## src/rtl/pipeline_regs_pkg.sv

```systemverilog
// Shared types and defaults for the pipeline latch sequencing logic.
// The hazard controller drives each pipeline latch through a latch_ctrl_t
// and steps through the hzstate_t states while it waits on memory or drains
// the pipe after a HALT.
package pipeline_regs_pkg;

   // Controller states: normal flow, waiting on the data cache,
   // draining older instructions behind a HALT, and halted for good.
   typedef enum logic [1:0] {
      RUN        = 2'd0,
      DMEM_WAIT  = 2'd1,
      HALT_DRAIN = 2'd2,
      HALTED     = 2'd3
   } hzstate_t;

   // Per-latch control pair. When flush is set, the latch loads a bubble
   // and en is ignored.
   typedef struct packed {
      logic en;
      logic flush;
   } latch_ctrl_t;

   // Number of cycles between HALT decode and its retirement in WB.
   localparam int DRAIN_CYCLES_DEF = 3;

   // The three actions a latch can take in a cycle.
   localparam latch_ctrl_t LC_HOLD  = '{en: 1'b0, flush: 1'b0};
   localparam latch_ctrl_t LC_LOAD  = '{en: 1'b1, flush: 1'b0};
   localparam latch_ctrl_t LC_FLUSH = '{en: 1'b0, flush: 1'b1};

endpackage

```

## src/rtl/pipeline_hazard_ctrl_hazard_detect.sv

```systemverilog
// Load-use hazard compare.
// A load sitting in DE whose destination matches a source register of the
// instruction in FD cannot be forwarded in time, so FD must wait a cycle.
// Register 0 is hardwired to zero and never creates a dependency.
module hazard_detect (
   input  logic       de_load,
   input  logic [4:0] de_wsel,
   input  logic [4:0] fd_rs,
   input  logic [4:0] fd_rt,
   input  logic       fd_uses_rt,
   output logic       load_use
);

   logic dest_valid;
   logic rs_match;
   logic rt_match;

   // Compare the DE destination against both FD source fields.
   always_comb begin
      dest_valid = de_load && (de_wsel != 5'd0);
      rs_match   = (de_wsel == fd_rs);
      rt_match   = fd_uses_rt && (de_wsel == fd_rt);
      load_use   = dest_valid && (rs_match || rt_match);
   end

endmodule

```

## src/rtl/pipeline_hazard_ctrl.sv

```systemverilog
// Pipeline latch sequencing controller.
// Decides each cycle whether the PC and the FD/DE/EM/MW latches load, hold
// or take a bubble, based on cache hits, load-use hazards, taken branches
// and HALT. It also runs the memory-wait / halt-drain state machine and
// counts the cycles in which fetch was frozen.
module pipeline_hazard_ctrl
   import pipeline_regs_pkg::*;
#(
   parameter int CNT_W        = 16,
   parameter int DRAIN_CYCLES = DRAIN_CYCLES_DEF
) (
   input  logic             CLK,
   input  logic             RST,
   input  logic             ihit,
   input  logic             dhit,
   input  logic             em_memop,
   input  logic             de_load,
   input  logic [4:0]       de_wsel,
   input  logic [4:0]       fd_rs,
   input  logic [4:0]       fd_rt,
   input  logic             fd_uses_rt,
   input  logic             branch_taken,
   input  logic             halt_d,
   output logic             pc_en,
   output logic             fd_en,
   output logic             de_en,
   output logic             em_en,
   output logic             mw_en,
   output logic             fd_flush,
   output logic             de_flush,
   output logic             em_flush,
   output logic             mw_flush,
   output logic             halt,
   output logic [CNT_W-1:0] stall_cnt
);

   localparam int DW = (DRAIN_CYCLES < 2) ? 1 : $clog2(DRAIN_CYCLES + 1);

   hzstate_t      state;
   hzstate_t      next_state;
   logic          ret_drain;
   logic          next_ret_drain;
   logic [DW-1:0] drain_cnt;
   logic [DW-1:0] next_drain_cnt;
   logic          ihit_pend;
   logic          ihit_eff;
   logic          dstall;
   logic          load_use;
   logic          freeze;

   logic          pc_en_c;
   latch_ctrl_t   fd_c;
   latch_ctrl_t   de_c;
   latch_ctrl_t   em_c;
   latch_ctrl_t   mw_c;

   hazard_detect u_hazard_detect (
      .de_load    (de_load),
      .de_wsel    (de_wsel),
      .fd_rs      (fd_rs),
      .fd_rt      (fd_rt),
      .fd_uses_rt (fd_uses_rt),
      .load_use   (load_use)
   );

   // An instruction word fetched while the front end was frozen is
   // remembered so it still counts as a hit once the freeze lifts.
   assign ihit_eff = ihit | ihit_pend;
   assign dstall   = em_memop && !dhit;

   // Per-cycle latch decisions and next-state selection, highest priority
   // first. A drain step counts down the instructions still ahead of HALT;
   // the last one retiring moves us to HALTED.
   always_comb begin
      pc_en_c        = 1'b0;
      fd_c           = LC_HOLD;
      de_c           = LC_HOLD;
      em_c           = LC_HOLD;
      mw_c           = LC_HOLD;
      freeze         = 1'b0;
      next_state     = state;
      next_ret_drain = ret_drain;
      next_drain_cnt = drain_cnt;

      if (state == HALTED) begin
         next_state = HALTED;
      end else if (dstall) begin
         mw_c   = LC_FLUSH;
         freeze = 1'b1;
         if (state != DMEM_WAIT) begin
            next_state     = DMEM_WAIT;
            next_ret_drain = (state == HALT_DRAIN);
         end
      end else if (state == DMEM_WAIT) begin
         pc_en_c        = 1'b1;
         fd_c           = LC_LOAD;
         de_c           = LC_LOAD;
         em_c           = LC_LOAD;
         mw_c           = LC_LOAD;
         next_ret_drain = 1'b0;
         if (ret_drain) begin
            if (drain_cnt <= DW'(1)) begin
               next_state     = HALTED;
               next_drain_cnt = '0;
            end else begin
               next_state     = HALT_DRAIN;
               next_drain_cnt = drain_cnt - DW'(1);
            end
         end else begin
            next_state = RUN;
         end
      end else if (state == HALT_DRAIN) begin
         fd_c = LC_FLUSH;
         de_c = LC_LOAD;
         em_c = LC_LOAD;
         mw_c = LC_LOAD;
         if (drain_cnt <= DW'(1)) begin
            next_state     = HALTED;
            next_drain_cnt = '0;
         end else begin
            next_drain_cnt = drain_cnt - DW'(1);
         end
      end else if (branch_taken) begin
         pc_en_c = 1'b1;
         fd_c    = LC_FLUSH;
         de_c    = LC_FLUSH;
         em_c    = LC_LOAD;
         mw_c    = LC_LOAD;
      end else if (halt_d) begin
         fd_c           = LC_FLUSH;
         de_c           = LC_LOAD;
         em_c           = LC_LOAD;
         mw_c           = LC_LOAD;
         next_state     = HALT_DRAIN;
         next_drain_cnt = DW'(DRAIN_CYCLES);
      end else if (load_use) begin
         de_c   = LC_FLUSH;
         em_c   = LC_LOAD;
         mw_c   = LC_LOAD;
         freeze = 1'b1;
      end else if (!ihit_eff) begin
         fd_c = LC_FLUSH;
         de_c = LC_LOAD;
         em_c = LC_LOAD;
         mw_c = LC_LOAD;
      end else begin
         pc_en_c = 1'b1;
         fd_c    = LC_LOAD;
         de_c    = LC_LOAD;
         em_c    = LC_LOAD;
         mw_c    = LC_LOAD;
      end
   end

   // While reset is asserted every latch is forced to a bubble so the pipe
   // comes up empty; otherwise the decoded controls go straight out.
   always_comb begin
      pc_en    = RST ? 1'b0 : pc_en_c;
      fd_en    = RST ? 1'b0 : fd_c.en;
      de_en    = RST ? 1'b0 : de_c.en;
      em_en    = RST ? 1'b0 : em_c.en;
      mw_en    = RST ? 1'b0 : mw_c.en;
      fd_flush = RST ? 1'b1 : fd_c.flush;
      de_flush = RST ? 1'b1 : de_c.flush;
      em_flush = RST ? 1'b1 : em_c.flush;
      mw_flush = RST ? 1'b1 : mw_c.flush;
      halt     = (state == HALTED);
   end

   // State machine registers: current state, the return-to-drain flag used
   // when a memory wait interrupts a drain, and the drain countdown.
   always_ff @(posedge CLK or posedge RST) begin
      if (RST) begin
         state     <= RUN;
         ret_drain <= 1'b0;
         drain_cnt <= '0;
      end else begin
         state     <= next_state;
         ret_drain <= next_ret_drain;
         drain_cnt <= next_drain_cnt;
      end
   end

   // Remember an instruction-cache hit that arrived while fetch was frozen
   // by a memory stall or load-use bubble; drop it once the PC advances.
   always_ff @(posedge CLK or posedge RST) begin
      if (RST) begin
         ihit_pend <= 1'b0;
      end else if (pc_en_c) begin
         ihit_pend <= 1'b0;
      end else if (freeze && ihit) begin
         ihit_pend <= 1'b1;
      end
   end

   // Count cycles in which fetch did not advance, excluding the halted
   // state; the counter sticks at all-ones instead of wrapping.
   always_ff @(posedge CLK or posedge RST) begin
      if (RST) begin
         stall_cnt <= '0;
      end else if (!pc_en_c && (state != HALTED) && (stall_cnt != '1)) begin
         stall_cnt <= stall_cnt + CNT_W'(1);
      end
   end

endmodule

```

## config.mk

```make
export PLATFORM = sky130hd
export DESIGN_NAME = pipeline_hazard_ctrl
export DESIGN_NICKNAME = d
export VERILOG_FILES = /design/src/rtl/pipeline_regs_pkg.sv /design/src/rtl/pipeline_hazard_ctrl_hazard_detect.sv /design/src/rtl/pipeline_hazard_ctrl.sv
export SDC_FILE = /design/constraint.sdc
export NUM_CORES = 1
export LEC_CHECK = 0
export ABC_CLOCK_PERIOD_IN_PS = 8960
export CAP_MARGIN = 40
export CORE_ASPECT_RATIO = 1.2
export CORE_MARGIN = 2
export CORE_UTILIZATION = 49
export CTS_BUF_LIST = sky130_fd_sc_hd__clkbuf_4 sky130_fd_sc_hd__clkbuf_8
export CTS_CLUSTER_DIAMETER = 200
export CTS_CLUSTER_SIZE = 12
export DETAILED_ROUTE_END_ITERATION = 16
export PLACE_DENSITY_LB_ADDON = 0.1
export SETUP_SLACK_MARGIN = 0.2
export SLEW_MARGIN = 20
export SYNTH_ARGS = -nofsm -noshare
export SYNTH_HDL_FRONTEND = slang
export SYNTH_HIERARCHICAL = 1
export SYNTH_SLANG_ARGS = --single-unit
```

## constraint.sdc

```tcl
create_clock -name CLK -period 8.96 [get_ports CLK]
set_clock_uncertainty 0.15 [all_clocks]
set_input_delay 2.688 -clock CLK [delete_from_list [all_inputs] [get_ports CLK]]
set_output_delay 2.688 -clock CLK [all_outputs]
set_load 0.01 [all_outputs]
```

==> impl_results.md <==
- Period utilization: 0.897
- Clock tree from TritonCTS: yes
- Site row count: 21
- Clock Sinks: 22
- Layout cells sized above 1: 0.0899
- RD Place Congestion: 0.780
- Via count of the first global-routing pass: 1134
- Die Span Y: about 62 um
- Power density over the cells: 130 nW/um^2
- Kind of capture point of the worst setup path: primary output
- Number of fillers in the final layout: 235
- Minimum period implied by the final worst setup slack: 8.04 ns
- Maximum number of pins on one net before global-route repair: 17
- Clock tree buffer depth: 2
- Iteration-0 DRC count of the detailed router: 21
- Internal portion of total power: 0.173 mW
- Worst hold path type: reg -> reg
- Clock power frac: 0.172
- Area growth, synth to finish: 38.4%
- CTS Buf Count: 3
- Required time at the worst-slack endpoint: 6.12 ns
- Placed cell areas: approximately 1900 um^2
- Syn Area/Cell: between 9 and 10 um^2
- Core Box Area: ~2700 um^2
- Switching power total: 0.0734 mW
- Portion of total power attributed to combinational logic: 0.291
- Global Route Usage Sum: 0.202
- Yosys warning total: 6
- Largest fanout on the critical path: 5
- Combinational family with the most area after synthesis: simple AND/OR/NAND/NOR gates
- Fraction of synthesis flops using an asynchronous set or reset pin: 1.00
- Syn Nets: 167
- Post-synthesis compound-gate area fraction: 0.142
- Cell with the most instances after synthesis: dfrtp_1
- Total count of max-transition violations in the final report: 0
- Kind of start point of the critical path: input port
- Total of endpoints with negative setup slack in the final report: 0
- 1st-pass router iterations: 4
- Relative slew margins: 0.583
- Final standard cell utilization of the core: 0.693
- Post-layout power: 0.246 mW
- Number of buffers inserted for hold repair after clock tree synthesis: 0
- Multiplexer share of the synthesized area: 0.0165
- LEAKAGE: 0.758 nW
- Flops & latches, synth: 22
- Slew of the pin with the lowest slew margin: between 0.6 and 0.7 ns
- Share of total power consumed by net switching: 0.298
- Die footprint: approximately 3200 um^2
- Arrival time reported for the critical path endpoint: 5.20 ns
- Library cell with the largest summed area after synthesis: dfrtp_1
- Seq pwr share: 0.538
- HPWL after detailed placement: 2.36 mm
- H-tree Lvls: 1
- Total via count in the routed design: roughly 1200
- Non-Filler Cell Area, Final: 1890 um^2
- Fraction of the yosys area taken by sequential cells: 0.403
- Routed length per instance: 13.5 um
- Max Cap Violations: 0
- Maximum clock frequency: 124 MHz
- Source-to-sink clock delay at the later pin of the worst-skew pair: 0.30 ns
- Post-Syn Instances: ~140
- Total Routed Length: 3.02 mm
- Status: finished clean
- Global-route wire length before repair: roughly 5 mm
- Critical path class: in -> out
- Aggregate negative setup slack: 0 ns
- Count of flip-flops with a built-in enable after synthesis: 0
- Leading cell types by count after synthesis: 22 x dfrtp_1, 16 x xnor2_1, 11 x nor2_1
- I/O pin total: 50
- Number of gates resized after CTS: 0
- Chip Width: 52.2 um
- Remaining antenna violation count: 0
- Nets: roughly 220
- Average via count per standard cell: roughly 5.4
- Largest vdd supply drop: 0.000127 V
- Area share of and/or/nand/nor cells after synthesis: 0.220
- Buffers on Ports: 49
- Global route overflow: 0
- Total standard cell area after synthesis: 1370 um^2
- Starting utilization of the core area: 0.500
- Synth Flop Type: dfrtp_1
- Setup repair bufs after CTS: 0
- Hold Fails Final Rpt: 0
- Initial antenna violation count: 0
- Setup repair after global routing missed its margin: no
- Xor and xnor fraction of the mapped netlist area: 0.160
- Synthesized-area fraction occupied by adder cells: 0.00915
- DRC violations left: 0
- Synth cell types: 41
- Clock root cell: clkbuf_4
- Count of inserted antenna diode cells: 0
- Worst-path clk slew: 0.11 ns
- Cell types occupying the most area after synthesis: dfrtp_1 40%, xnor2_1 10%, xor2_1 5.8%
- Share of the synthesized area in the top cell type: 0.403
==> stage by stage <==
stage | instances | hold WS (ns) | worst slack, ns
floorplan | 142 | 0.341 | 2.03
global placement | 220 | 0.338 | 0.970
detailed placement | 220 | 0.342 | 0.965
CTS | 223 | 0.365 | 0.945
global route | 223 | 0.385 | 0.852
finish | 223 | 0.361 | 0.921
==> power groups by stage <==
stage | clock network [mW] | logic (mW) | registers (mW)
2_1_floorplan | 0 | 0.0274 | 0.136
3_3_place_gp | 0 | 0.0711 | 0.133
3_5_place_dp | 0 | 0.0719 | 0.134
4_1_cts | 0.0442 | 0.0725 | 0.133
5_1_grt | 0.0484 | 0.0782 | 0.136
6_report | 0.0423 | 0.0717 | 0.133
==> worst max-delay path, stage by stage <==
cell             delay (ns)
clkdlybuf4s50_1        0.47
or4_1                  0.54
o21ai_1                0.14
a21oi_1                0.11
o31ai_2                0.50
and3_1                 0.23
clkdlybuf4s50_1        0.53
==> layer usage <==
layer / track usage / vias to the layer above / part of all wire
met1: 0.245 / 551 / 0.40
met5: 0 / - / 0
met3: 0.0383 / 9 / 0.065
met2: 0.365 / 41 / 0.52
met4: 0.0659 / 0 / 0.014
li1: - / 593 / -
==> registers in the layout, indices dropped and copies added (netlist names) <==
signal	count
drain_cnt	2
state	2
stall_cnt	16
ret_drain	1
ihit_pend	1
==> path summary, 6_finish.rpt <==
check / to / cells past startpoint / slack, ns / from
min: stall_cnt[10] / 1 / 0.36 / stall_cnt[10]
min in group asynchronous: stall_cnt[6] / 2 / 2.58 / RST
min reg2reg: stall_cnt[10] / 1 / 0.36 / stall_cnt[10]
max: pc_en / 7 / 0.92 / de_wsel[1]
max reg2reg: stall_cnt[1] / 4 / 6.86 / state[0]
max in group asynchronous: stall_cnt[9] / 3 / 5.54 / RST
==> cells in the final DEF, fill, tap and decap left out, types with 2 or more instances in the layout <==
master and instances:
xnor2_1 16, nand3_1 9, mux2_2 2, clkdlybuf4s50_1 49, nor3_1 4, inv_1 6, nor2_1 11, xor2_1 9
buf_4 2, nor2b_1 3, nand2b_1 2, nand4_1 4, nand4_2 2, nand2_1 8, and3_1 3, a21oi_1 7
clkbuf_4 3, o21ai_0 7, dfrtp_1 22
==> area by class of cell <==
| cell class | instances | area (um^2) | area share |
|---|---|---|---|
| Multi-Input combinational cell | 107 | 749 | 0.396 |
| Timing Repair Buffer | 51 | 505 | 0.267 |
| Sequential cell | 22 | 551 | 0.291 |
| Inverter | 6 | 22.5 | 0.0119 |
| Clock buffer | 3 | 22.5 | 0.0119 |
| Tap cell | 34 | 42.5 | 0.0225 |
==> kinds of logic (layout without fill, tap and decap cells) <==
logic type | Yosys count | count (layout)
simple gates | 53 | 53
fa+ha+maj | 1 | 1
buf+inv | 13 | 60
xor+xnor | 25 | 25
flops | 22 | 22
mux | 2 | 2
compound gates | 26 | 26
Note: power is estimated with default switching activity, not from simulation.
==> variant, RTL diff (same flow settings) <==
Change the parameter `CNT_W` from 16 to 32.
--- a/src/rtl/pipeline_hazard_ctrl.sv
+++ b/src/rtl/pipeline_hazard_ctrl.sv
@@ -6,7 +6,7 @@
 module pipeline_hazard_ctrl
    import pipeline_regs_pkg::*;
 #(
-   parameter int CNT_W        = 16,
+   parameter int CNT_W        = 32,
    parameter int DRAIN_CYCLES = DRAIN_CYCLES_DEF
 ) (
    input  logic             CLK,
Ports: changed (resized stall_cnt); port bits go from 50 to 66. The function was not compared with the original's and may differ.
==> variant against the original RTL <==
Sequential cell count is 16 higher. Design area is 61% higher. Total power is 130% higher. Register-to-register slack worse by 0.27 ns. Sequential power is 86% higher. Final cell count is 61% higher. Core utilization is 1.6 points lower. Worst setup slack better by 0.017 ns. Synthesized area is 64% higher. Routed wire length is 71% higher. Non-clock buffer count is 18 higher. Largest cell class unchanged.
==> variant: results (changes against the original RTL) <==
Run status
The run finished with clean final reports.

Hold path
The worst hold path begins at stall_cnt[31].

Global routing
The global-route wire length before repair is 8.63 mm (+75%). The all-layer global routing usage is 21.2% (+0.98 points). The met1 global-route usage is 25.9% (+1.5 points). The met2 usage in global routing is 36.0% (-0.57 points). The maximum number of pins on one net before global-route repair is 23 (+6). The number of global-route vias before repair is 1,957 (+73%).

Placement
The placed standard-cell area is 2960 sq um (+58%). The port buffer count was 65 (+33%). The placer congestion estimate is 0.812 (+4.1%). The instance count after placement with tap cells included is 354 (+61%).

The HPWL after detailed placement is 3.82 mm (+62%).

Layout
The fraction of final layout cells sized beyond drive strength 1 is 6.62% (-2.4 points). The largest registers in the layout are stall_cnt: 32 flops, drain_cnt: 2 flops, state: 2 flops. The final net count was 328 (+52%).

Clock network
The number of levels the H-tree was split into is 2 (+1). The clock transition time at the flip-flop clock pins of the worst setup and hold paths is 0.07 ns (-0.04 ns).

Synth
The portion of the post-synthesis area used by sequential elements is 42.3% (+2.1 points). The net count of the mapped netlist is 260 (+56%). The post-synthesis cell type count is 45 (+9.8%). The fraction of the mapped netlist area in adder cells is 0.557% (-0.36 points). The complex-gate fraction of the synthesized area is 9.47% (-4.7 points). The count of mapped cells out of synthesis is 235 (+65%). By area the synthesized netlist is led by sky130_fd_sc_hd__dfrtp_1 (42%), sky130_fd_sc_hd__xor2_1 (13%), sky130_fd_sc_hd__nor3_1 (4.0%). By count the netlist is led by sky130_fd_sc_hd__dfrtp_1 (38), sky130_fd_sc_hd__xor2_1 (34), sky130_fd_sc_hd__nor2_1 (20), sky130_fd_sc_hd__nor3_1 (18), sky130_fd_sc_hd__nand2_1 (12). The xor/xnor share of the synthesized area was 15.2% (-0.81 points).

Drt
The routed length on met2 was 2.57 mm (+64%). The routed length per placed instance is 14.3 um (+5.7%). The starting DRC count in detailed routing came to 118 (+460%). The detail-routed via count per cell is 5.71 (+6.6%).

The total length of routed met3 wires is 319 um (+62%).

Worst setup path
The largest fanout on the critical path is 7 (+2). The worst register-to-register path begins at stall_cnt[0]. The critical path data arrival time came to 5.18 ns (-0.02 ns). The depth of the worst register-to-register path is 7 (+3). The critical path's largest stage delay is 0.58 ns (+0.04 ns).

The library cell contributing the largest single delay on the critical path is sky130_fd_sc_hd__clkdlybuf4s50_1.

STA
The worst-margin pin slew is 0.749 ns (+0.125 ns). The worst-case hold slack is 0.334 ns (-0.0271 ns).

Power and ir drop
The worst ir drop on vdd is 0.168 mV (+33%). The total leakage power is 1.34 nW (+76%).
-- variant: changes by cell type after synthesis, sizes merged, moves of 3 or more --
cell,delta
nor4,+11
xnor2,-11
dfrtp,+16
nor4b,+3
nand3,+3
o31ai,+3
nand2,+4
nor3,+15
and4,+3
xor2,+25
nand4,+5
nor2,+9
-- variant: layout make-up --
| cell class | instances | area (sq um) |
|---|---|---|
| inverters | 7 | 26.3 |
| well taps | 58 | 72.6 |
| fillers | 378 | 1450 |
| multi-input cells | 182 | 1230 |
| clock buffers | 6 | 82.6 |
| repair buffers | 69 | 681 |
| flip-flops and latches | 38 | 951 |
-- variant: report_power, final --
| part | switching (mW) | leakage [nW] | total, mW | internal, mW |
|---|---|---|---|---|
| Combinational | 0.0925 | 0.807 | 0.197 | 0.104 |
| Sequential | 0.0489 | 0.485 | 0.248 | 0.200 |
| Clock | 0.0540 | 0.0431 | 0.113 | 0.0593 |
